--- src/rtl/renode_apb4_pkg.sv ---
// Shared types and helpers for the renode APB4 requester.
package renode_apb4_pkg;

    typedef enum logic [1:0] {
        S_IDLE   = 2'd0,
        S_SETUP  = 2'd1,
        S_ACCESS = 2'd2
    } state_t;

    // PPROT bit meanings
    localparam logic [2:0] PPROT_PRIVILEGED  = 3'b001;
    localparam logic [2:0] PPROT_NONSECURE   = 3'b010;
    localparam logic [2:0] PPROT_INSTRUCTION = 3'b100;

    localparam int unsigned ProtWidth = 3;

    // Queued request payload: {write, addr, wdata, strb, prot}
    function automatic int unsigned req_width(input int unsigned aw, input int unsigned dw);
        return 1 + aw + dw + dw / 8 + ProtWidth;
    endfunction

    // Queued response payload: {rdata, error, timeout}
    function automatic int unsigned rsp_width(input int unsigned dw);
        return dw + 2;
    endfunction

endpackage

--- src/rtl/renode_sync_fifo.sv ---
// Synchronous FIFO with registered storage and registered full/empty flags.
// A push is accepted while full when a pop happens in the same cycle.
module renode_sync_fifo #(
    parameter int unsigned Width = 8,
    parameter int unsigned Depth = 4
) (
    input  logic             clk,
    input  logic             rst,
    input  logic             push,
    input  logic [Width-1:0] wdata,
    input  logic             pop,
    output logic [Width-1:0] rdata,
    output logic             full,
    output logic             empty
);
    localparam int unsigned PtrWidth = $clog2(Depth);

    logic [Width-1:0]    mem [Depth];
    logic [PtrWidth-1:0] wptr;
    logic [PtrWidth-1:0] rptr;
    logic [PtrWidth:0]   count;
    logic [PtrWidth:0]   count_next_c;
    logic                push_en_c;
    logic                pop_en_c;

    assign rdata = mem[rptr];

    // Qualify push/pop and compute the next occupancy
    always_comb begin
        push_en_c    = push && (!full || pop);
        pop_en_c     = pop && !empty;
        count_next_c = count;
        if (push_en_c && !pop_en_c) begin
            count_next_c = count + (PtrWidth + 1)'(1);
        end else if (!push_en_c && pop_en_c) begin
            count_next_c = count - (PtrWidth + 1)'(1);
        end
    end

    // Storage, pointers and flags
    always_ff @(posedge clk) begin
        if (rst) begin
            for (int unsigned i = 0; i < Depth; i++) begin
                mem[i] <= '0;
            end
            wptr  <= '0;
            rptr  <= '0;
            count <= '0;
            full  <= 1'b0;
            empty <= 1'b1;
        end else begin
            if (push_en_c) begin
                mem[wptr] <= wdata;
                wptr      <= wptr + PtrWidth'(1);
            end
            if (pop_en_c) begin
                rptr <= rptr + PtrWidth'(1);
            end
            count <= count_next_c;
            full  <= (count_next_c == (PtrWidth + 1)'(Depth));
            empty <= (count_next_c == '0);
        end
    end

endmodule

--- src/rtl/renode_apb4_requester.sv ---
// APB4 requester: queued valid/ready requests in, in-order responses out.
// Optional wait-state timeout enabled by defining RENODE_APB4_REQUESTER_TIMEOUT_EN.
module renode_apb4_requester
    import renode_apb4_pkg::*;
#(
    parameter int unsigned AddressWidth  = 32,
    parameter int unsigned DataWidth     = 32,
    parameter int unsigned FifoDepth     = 4,
    parameter int unsigned TimeoutCycles = 256
) (
    input  logic                      pclk,
    input  logic                      preset,
    input  logic                      req_valid,
    output logic                      req_ready,
    input  logic                      req_write,
    input  logic [AddressWidth-1:0]   req_addr,
    input  logic [DataWidth-1:0]      req_wdata,
    input  logic [DataWidth/8-1:0]    req_strb,
    input  logic [2:0]                req_prot,
    output logic                      rsp_valid,
    input  logic                      rsp_ready,
    output logic [DataWidth-1:0]      rsp_rdata,
    output logic                      rsp_error,
    output logic                      rsp_timeout,
    output logic [AddressWidth-1:0]   paddr,
    output logic                      psel,
    output logic                      penable,
    output logic                      pwrite,
    output logic [DataWidth-1:0]      pwdata,
    output logic [DataWidth/8-1:0]    pstrb,
    output logic [2:0]                pprot,
    input  logic                      pready,
    input  logic [DataWidth-1:0]      prdata,
    input  logic                      pslverr
);
    localparam int unsigned ReqWidth    = req_width(AddressWidth, DataWidth);
    localparam int unsigned RspWidth    = rsp_width(DataWidth);
    localparam int unsigned CreditWidth = $clog2(FifoDepth + 1);

    state_t                   state;
    logic [CreditWidth-1:0]   credits;
    logic [CreditWidth-1:0]   credits_next_c;
    logic                     req_accept_c;
    logic                     rsp_pop_c;
    logic                     req_pop_c;
    logic                     rsp_push_c;
    logic                     tmo_hit_c;
    logic [ReqWidth-1:0]      req_head;
    logic [RspWidth-1:0]      rsp_in_c;
    logic [RspWidth-1:0]      rsp_head;
    logic                     req_empty;
    logic                     rsp_empty;
    logic                     req_full_unused;
    logic                     rsp_full_unused;
    logic                     rsp_head_tmo;
    logic                     head_write;
    logic [AddressWidth-1:0]  head_addr;
    logic [DataWidth-1:0]     head_wdata;
    logic [DataWidth/8-1:0]   head_strb;
    logic [2:0]               head_prot;

    assign req_accept_c = req_valid && req_ready;
    assign rsp_pop_c    = rsp_valid && rsp_ready;
    assign rsp_valid    = !rsp_empty;
    assign {head_write, head_addr, head_wdata, head_strb, head_prot} = req_head;
    assign {rsp_rdata, rsp_error, rsp_head_tmo} = rsp_head;

    // Pop into the issue registers from IDLE, or back-to-back on a completing ACCESS
    assign req_pop_c  = !req_empty && ((state == S_IDLE) || (state == S_ACCESS && pready));
    assign rsp_push_c = (state == S_ACCESS) && (pready || tmo_hit_c);
    assign rsp_in_c   = {(pready && !pwrite) ? prdata : DataWidth'(0),
                         pready ? pslverr : 1'b1,
                         !pready};

    renode_sync_fifo #(.Width(ReqWidth), .Depth(FifoDepth)) u_req_fifo (
        .clk   (pclk),
        .rst   (preset),
        .push  (req_accept_c),
        .wdata ({req_write, req_addr, req_wdata, req_strb, req_prot}),
        .pop   (req_pop_c),
        .rdata (req_head),
        .full  (req_full_unused),
        .empty (req_empty)
    );

    renode_sync_fifo #(.Width(RspWidth), .Depth(FifoDepth)) u_rsp_fifo (
        .clk   (pclk),
        .rst   (preset),
        .push  (rsp_push_c),
        .wdata (rsp_in_c),
        .pop   (rsp_ready),
        .rdata (rsp_head),
        .full  (rsp_full_unused),
        .empty (rsp_empty)
    );

    // Credits bound requests in flight so the response queue cannot overflow
    always_comb begin
        credits_next_c = credits;
        if (req_accept_c && !rsp_pop_c) begin
            credits_next_c = credits - CreditWidth'(1);
        end else if (!req_accept_c && rsp_pop_c) begin
            credits_next_c = credits + CreditWidth'(1);
        end
    end

    // Credit counter and registered request-ready
    always_ff @(posedge pclk) begin
        if (preset) begin
            credits   <= CreditWidth'(FifoDepth);
            req_ready <= 1'b1;
        end else begin
            credits   <= credits_next_c;
            req_ready <= (credits_next_c != '0);
        end
    end

`ifdef RENODE_APB4_REQUESTER_TIMEOUT_EN
    localparam int unsigned TmoWidth = $clog2(TimeoutCycles + 1);

    logic [TmoWidth-1:0] tmo_cnt;

    assign tmo_hit_c   = (state == S_ACCESS) && !pready &&
                         (tmo_cnt == TmoWidth'(TimeoutCycles - 1));
    assign rsp_timeout = rsp_head_tmo;

    // Wait-state counter, restarted on every SETUP
    always_ff @(posedge pclk) begin
        if (preset || state == S_SETUP) begin
            tmo_cnt <= '0;
        end else if (state == S_ACCESS && !pready) begin
            tmo_cnt <= tmo_cnt + TmoWidth'(1);
        end
    end
`else
    logic unused_tmo;

    assign tmo_hit_c   = 1'b0;
    assign rsp_timeout = 1'b0;
    assign unused_tmo  = rsp_head_tmo ^ (|TimeoutCycles);
`endif

    // APB transfer FSM; issue registers double as the APB outputs
    always_ff @(posedge pclk) begin
        if (preset) begin
            state   <= S_IDLE;
            psel    <= 1'b0;
            penable <= 1'b0;
            pwrite  <= 1'b0;
            paddr   <= '0;
            pwdata  <= '0;
            pstrb   <= '0;
            pprot   <= '0;
        end else begin
            case (state)
                S_SETUP: begin
                    penable <= 1'b1;
                    state   <= S_ACCESS;
                end
                default: begin
                    if (req_pop_c) begin
                        state   <= S_SETUP;
                        psel    <= 1'b1;
                        penable <= 1'b0;
                        pwrite  <= head_write;
                        paddr   <= head_addr;
                        pwdata  <= head_write ? head_wdata : DataWidth'(0);
                        pstrb   <= head_write ? head_strb : (DataWidth / 8)'(0);
                        pprot   <= head_prot;
                    end else if (state != S_ACCESS || pready || tmo_hit_c) begin
                        state   <= S_IDLE;
                        psel    <= 1'b0;
                        penable <= 1'b0;
                        pwrite  <= 1'b0;
                        paddr   <= '0;
                        pwdata  <= '0;
                        pstrb   <= '0;
                        pprot   <= '0;
                    end
                end
            endcase
        end
    end

endmodule
--- config.mk ---
export PLATFORM = sky130hd
export DESIGN_NAME = renode_apb4_requester
export DESIGN_NICKNAME = d
export VERILOG_FILES = /design/src/rtl/renode_apb4_pkg.sv /design/src/rtl/renode_sync_fifo.sv /design/src/rtl/renode_apb4_requester.sv
export SDC_FILE = /design/constraint.sdc
export NUM_CORES = 1
export LEC_CHECK = 0
export ABC_AREA = 1
export BUFFER_PORTS_ARGS = -buffer_cell sky130_fd_sc_hd__buf_2
export CORE_MARGIN = 5
export CORE_UTILIZATION = 50
export DETAILED_ROUTE_END_ITERATION = 8
export HOLD_SLACK_MARGIN = 0.1
export PLACE_DENSITY = 0.8
export SLEW_MARGIN = 20
export SYNTH_ARGS = -nofsm -noshare
export SYNTH_HDL_FRONTEND = slang
export SYNTH_SLANG_ARGS = --single-unit
export TNS_END_PERCENT = 50
--- constraint.sdc ---
create_clock -name pclk -period 13.8 [get_ports pclk]
set_input_delay 0.69 -clock pclk [delete_from_list [all_inputs] [get_ports pclk]]
set_output_delay 0.69 -clock pclk [all_outputs]
set_load 0.03 [all_outputs]
======== After elaboration in Yosys (flattened, before gate mapping) ========
Memories as Yosys holds them, arrays and structs flattened. A register that Yosys moved wholly into a read port is not among the register bits.
Index checks and enable logic that the tools add are counted.
W data, S select, Z words.
cells by class
  reductions and logical operators ........ 39
  multiplexer cells ....................... 43
  equality and inequality tests ........... 5
  bitwise logic cells ..................... 1
  add/subtract/negate cells ............... 10
operators by type and width
  kind                   count
  $mux W32               5
  $mux W72               1
  $reduce_or A72 Y1      1
  $mux W34               1
  $reduce_or A34 Y1      1
  $mux W3                8
  $mux W2                9
  $mux W1                16
  $logic_and A1 B1 Y1    14
  $mux W4                3
  $logic_not A1 Y1       11
  $add A3 B1 Y3 const B  3
  $sub A3 B1 Y3 const B  3
  $add A2 B1 Y2 const B  4
  $eq A3 B3 Y1 const B   2
  $logic_not A3 Y1       2
  $reduce_bool A3 Y1     2
  $logic_or A1 B1 Y1     4
  $eq A2 B1 Y1 const B   1
  $eq A2 B2 Y1 const B   1
  $logic_not A2 Y1       1
  $ne A2 B2 Y1 const B   1
  $reduce_and A2 Y1      1
  $reduce_bool A2 Y1     1
  2 further kinds        2
word-level totals
  output and inout bits ................... 110
  memories ................................ 2
  register bits ........................... 98
  bits in writable memories ............... 424
memories
  name            words  bits a word  read ports  clocked after Yosys merged registers in  wr ports  line                    RTL
  u_req_fifo.mem  4      72           1           1                                        4         renode_sync_fifo.sv:18  logic [Width-1:0] mem [Depth];
  u_rsp_fifo.mem  4      34           1           1                                        4         renode_sync_fifo.sv:18

======== Longest topological paths before layout ========
  depth in word-level cells ............... 11
  gate-level depth with buffers ........... 10

======== By module ========
A second synthesis with hierarchy kept.
unflattened totals
  cells, all modules ...................... 2306
  area total of the unflattened synthesis .. 23432.5 µm²
by module, submodules not included
  module                         times used  seq. area each (µm²)  cells each  area each (µm²)
  renode_sync_fifo (u_req_fifo)  1           8868.5                1240        13548.0
  renode_sync_fifo (u_rsp_fifo)  1           4304.1                631         6720.2
  renode_apb4_requester          1           1581.5                435         3164.3

======== Worst setup path after synthesis ========
No wires, ideal clock.
  kind .................................... input to register
  from .................................... input port pready
  to ...................................... memory u_req_fifo.mem[3][0] (netlist bit) (enable)
  path slack .............................. 6.804 ns
  library setup time ...................... 0.609 ns
  data required time ...................... 13.191 ns
  arrival ................................. 6.387 ns
  stages on the path ...................... 6
  path through ............................ inv_2 -> nand2_2 -> nand2_2 -> inv_2 -> o21ai_2 -> o31ai_1
RTL lines
  what         line                         RTL
  from (decl)  renode_apb4_requester.sv:32  input logic pready,
  to (decl)    renode_sync_fifo.sv:18

==> results.py <==
metrics = {
    "run_status": {
        "run_status": "finished clean",
    },
    "detailed_routing": {
        "postRouteAntennaNets": 0,
        "drt_iter0_drc": 1782,
        "first_pass_iters": 6,
        "wirelength_microns": 53000,
        "detail_route.wl_per_cell_microns": 19.3,
        "vias": 15500,
        "viasPerCell": 5.63,
        "drc": 0,
    },
    "floorplanning": {
        "ios": 220,
        "coreArea_sq_mm": 0.0422,
        "die_area_sq_mm": 0.0471,
        "die_x_microns": 217,
        "die_y_microns": 217,
        "start_util": 0.508,
        "rows": 75,
    },
    "place": {
        "port_buffers": 218,
        "dp_cells": 2655,
        "place_ws_ns": 8.98,
        "dpl.hpwl_microns": 29700,
        "dpl_cell_area_sq_mm": 0.0229,
        "place_congestion": 0.773,
    },
    "timing": {
        "hold_viol": 0,
        "setup_viol": 0,
        "skew_ns": 0.0211,
        "max_freq_mhz": 236,
        "finalCriticalPeriod_ns": 4.23,
        "whs_ns": 0.391,
        "period_share": 0.307,
        "worst_pin_slew_ns": 1.09,
        "slew_violations": 0,
        "fin_tns_setup_ns": 0,
        "layout_setup_ws_ns": 9.57,
        "relSlewSlack": 0.277,
        "rsz0062_at_grt": "false",
    },
    "power_and_ir_drop": {
        "ir_worst_vdd_v": 0.000191,
        "p_leak_nw": 10.1,
        "p_per_area_mw_per_mm2": 184,
    },
    "global_routing": {
        "grt_pass1_wl_microns": 81600,
        "antenna_found_initial": 2,
        "grt_pass1_vias": 15100,
        "grt_max_degree": 97,
        "overflow": 0,
        "grt.total_usage": 0.218,
    },
    "worst_setup_path": {
        "crit_path_end_kind": "register",
        "crit_fanout": 72,
        "cp_data_required_time_ns": 14.01,
        "start_kind": "register",
        "rr_endpoint": "u_req_fifo.mem[0][34]$_SDFFCE_PN0P_",
        "r2r_start": "state[0]$_SDFFE_PP0P_",
        "cp.arrival_ns": 4.44,
        "rr_worst_depth": 9,
        "crit_type": "reg -> reg",
        "reg2reg_slack_ns": 9.57,
    },
    "hold_path": {
        "hold_path_class": "in -> reg",
        "hold_end": "u_req_fifo.mem[3][26]$_DFFE_PP_",
        "hold_start": "req_wdata[19]",
        "hold_depth": 3,
    },
    "clocking": {
        "cts_tree": "built",
        "clk_latency_ns": 0.60,
        "postCtsSetupRepairBufs": 0,
        "max-clock-path-buffers": 3,
        "hold_buffers": 0,
        "clkTransAtPathRegs_ns": 0.06,
        "clkSinkCount": 521,
        "root_buffer": "clkbuf_16",
        "htreeDepth": 2,
        "numCtsBuffers": 52,
        "cts_resized": 0,
    },
    "flow_run": {
        "cap_violations": 0,
    },
    "yosys": {
        "yosysSeqAreaShare": 0.682,
        "synth_top_area_frac": 0.588,
        "netlist_area_sq_mm": 0.0214,
        "synth_area_leader_cell": "edfxtp_1",
        "ys.warnings.count": 0,
        "syn_nets": 2114,
        "netlist_top_cells_area": "edfxtp_1 (59%), nor2_1 (10%), dfxtp_1 (9.4%)",
        "ys_types": 35,
        "synth_seq_cells": 521,
        "netlist_instances": 1998,
        "syn_area_per_cell_sq_um": 10.7,
    },
    "finish": {
        "drive_above_1_share": 0.184,
        "synthToLayoutAreaGrowth_pct": 15.0,
        "fin_cells": 2753,
        "nets": 2287,
        "n_antenna_cell": 0,
        "design_area_sq_mm": 0.0247,
    },
}
flip-flops by register name, indices dropped and copies added, names as in the netlist, 2 cells and up, named ones only:
register / flops
credits: 3
paddr: 32
pprot: 3
pstrb: 4
pwdata: 32
u_req_fifo.count: 3
u_req_fifo.mem: 288
u_req_fifo.rptr: 2
u_req_fifo.wptr: 2
u_rsp_fifo.count: 3
u_rsp_fifo.mem: 132
u_rsp_fifo.rptr: 2
u_rsp_fifo.wptr: 2
routing by layer:
layer / share of wire / GRT usage / up-vias / wire (microns)
li1: - / - / 7158 / -
met1: 0.39 / 0.290 / 7400 / 20500
met2: 0.48 / 0.360 / 824 / 25700
met3: 0.10 / 0.0434 / 102 / 5350
met4: 0.028 / 0.0790 / 4 / 1480
met5: 0.00051 / 0 / - / 27
layout by cell type (no fill, tap or decap), types with 7 or more instances in the layout:
cell type,synthesis,final
nor2_1,578,577
edfxtp_1,420,420
o21ai_0,244,242
buf_2,26,218
nand2_1,161,160
inv_1,113,110
dfxtp_1,101,98
o22ai_1,80,80
clkbuf_16,0,54
nand2_2,41,41
a22o_1,35,35
buf_4,1,26
o22a_1,25,25
nand3_1,13,13
clkinv_2,0,13
nand2_4,10,11
inv_2,7,9
clkbuf_1,88,9
a21oi_1,7,7
worst max-delay path: stages, from the launching register on:
cell	delay (ns)
dfxtp_1	0.35
nor2_2	0.15
nand2_2	0.13
inv_2	0.12
o21ai_2	0.16
nor2_4	0.76
nand3_4	0.78
buf_12	0.44
nand2_4	0.06
buf_4	0.83
synthesized netlist by cell type, drive strengths merged:
library cell,number
a21oi,7
a22o,35
buf,39
clkbuf,88
conb,1
dfxtp,101
edfxtp,420
ha,6
inv,120
nand2,212
nand2b,1
nand3,15
nand4,2
nor2,583
nor3,4
o211ai,2
o21ai,248
o21bai,1
o22a,25
o22ai,80
o31ai,1
xnor2,3
xor2,4
power by group:
group,switching [W],leakage [nW],internal [W],total [W]
sequential,0.0000951,5.19,0.00191,0.00201
combinational,0.000813,4.08,0.000301,0.00111
clock,0.000594,0.846,0.000809,0.00140
total,0.00150,10.1,0.00302,0.00453
layout make-up:
| type | count | area [sq um] |
|---|---|---|
| Clock buffer | 69 | 1470 |
| Clock inverter | 28 | 245 |
| Fill cell | 3336 | 17600 |
| Inverter | 120 | 453 |
| Multi-Input combinational cell | 1230 | 5850 |
| Sequential cell | 521 | 14600 |
| Tap cell | 539 | 674 |
| Timing Repair Buffer | 246 | 1320 |
per-stage QoR:
step,utilization,power (W)
final,0.584,0.00453
after global routing,0.584,0.00473
after CTS,0.583,0.00454
after detailed placement,0.543,0.00314
after global placement,0.543,0.00309
after floorplan,-,0.00279
cell families (layout without fill, tap and decap cells):
family / after synthesis / count (layout) / share of synthesized area
other cells: 1 / 1 / 0.000175
fa+ha+maj: 6 / 6 / 0.00350
xor+xnor: 7 / 7 / 0.00286
simple gates: 817 / 817 / 0.155
compound gates: 399 / 399 / 0.109
flops: 521 / 521 / 0.682
buf+inv: 247 / 463 / 0.0476
how the worst max path moves through the flow:
stage          cells after the start             startpoint                                   to
6_report                           9  state[0]$_SDFFE_PP0P_  u_req_fifo.mem[0][34]$_SDFFCE_PN0P_
5_1_grt                            9  state[0]$_SDFFE_PP0P_  u_req_fifo.mem[0][64]$_SDFFCE_PN0P_
4_1_cts                            8  state[0]$_SDFFE_PP0P_  u_req_fifo.mem[0][46]$_SDFFCE_PN0P_
3_5_place_dp                      10                 pready  u_req_fifo.mem[0][40]$_SDFFCE_PN0P_
3_3_place_gp                      10                 pready  u_req_fifo.mem[0][28]$_SDFFCE_PN0P_
2_1_floorplan                      6                 pready       u_req_fifo.mem[3][0]$_DFFE_PP_
Note: power is estimated with default switching activity, not from simulation.
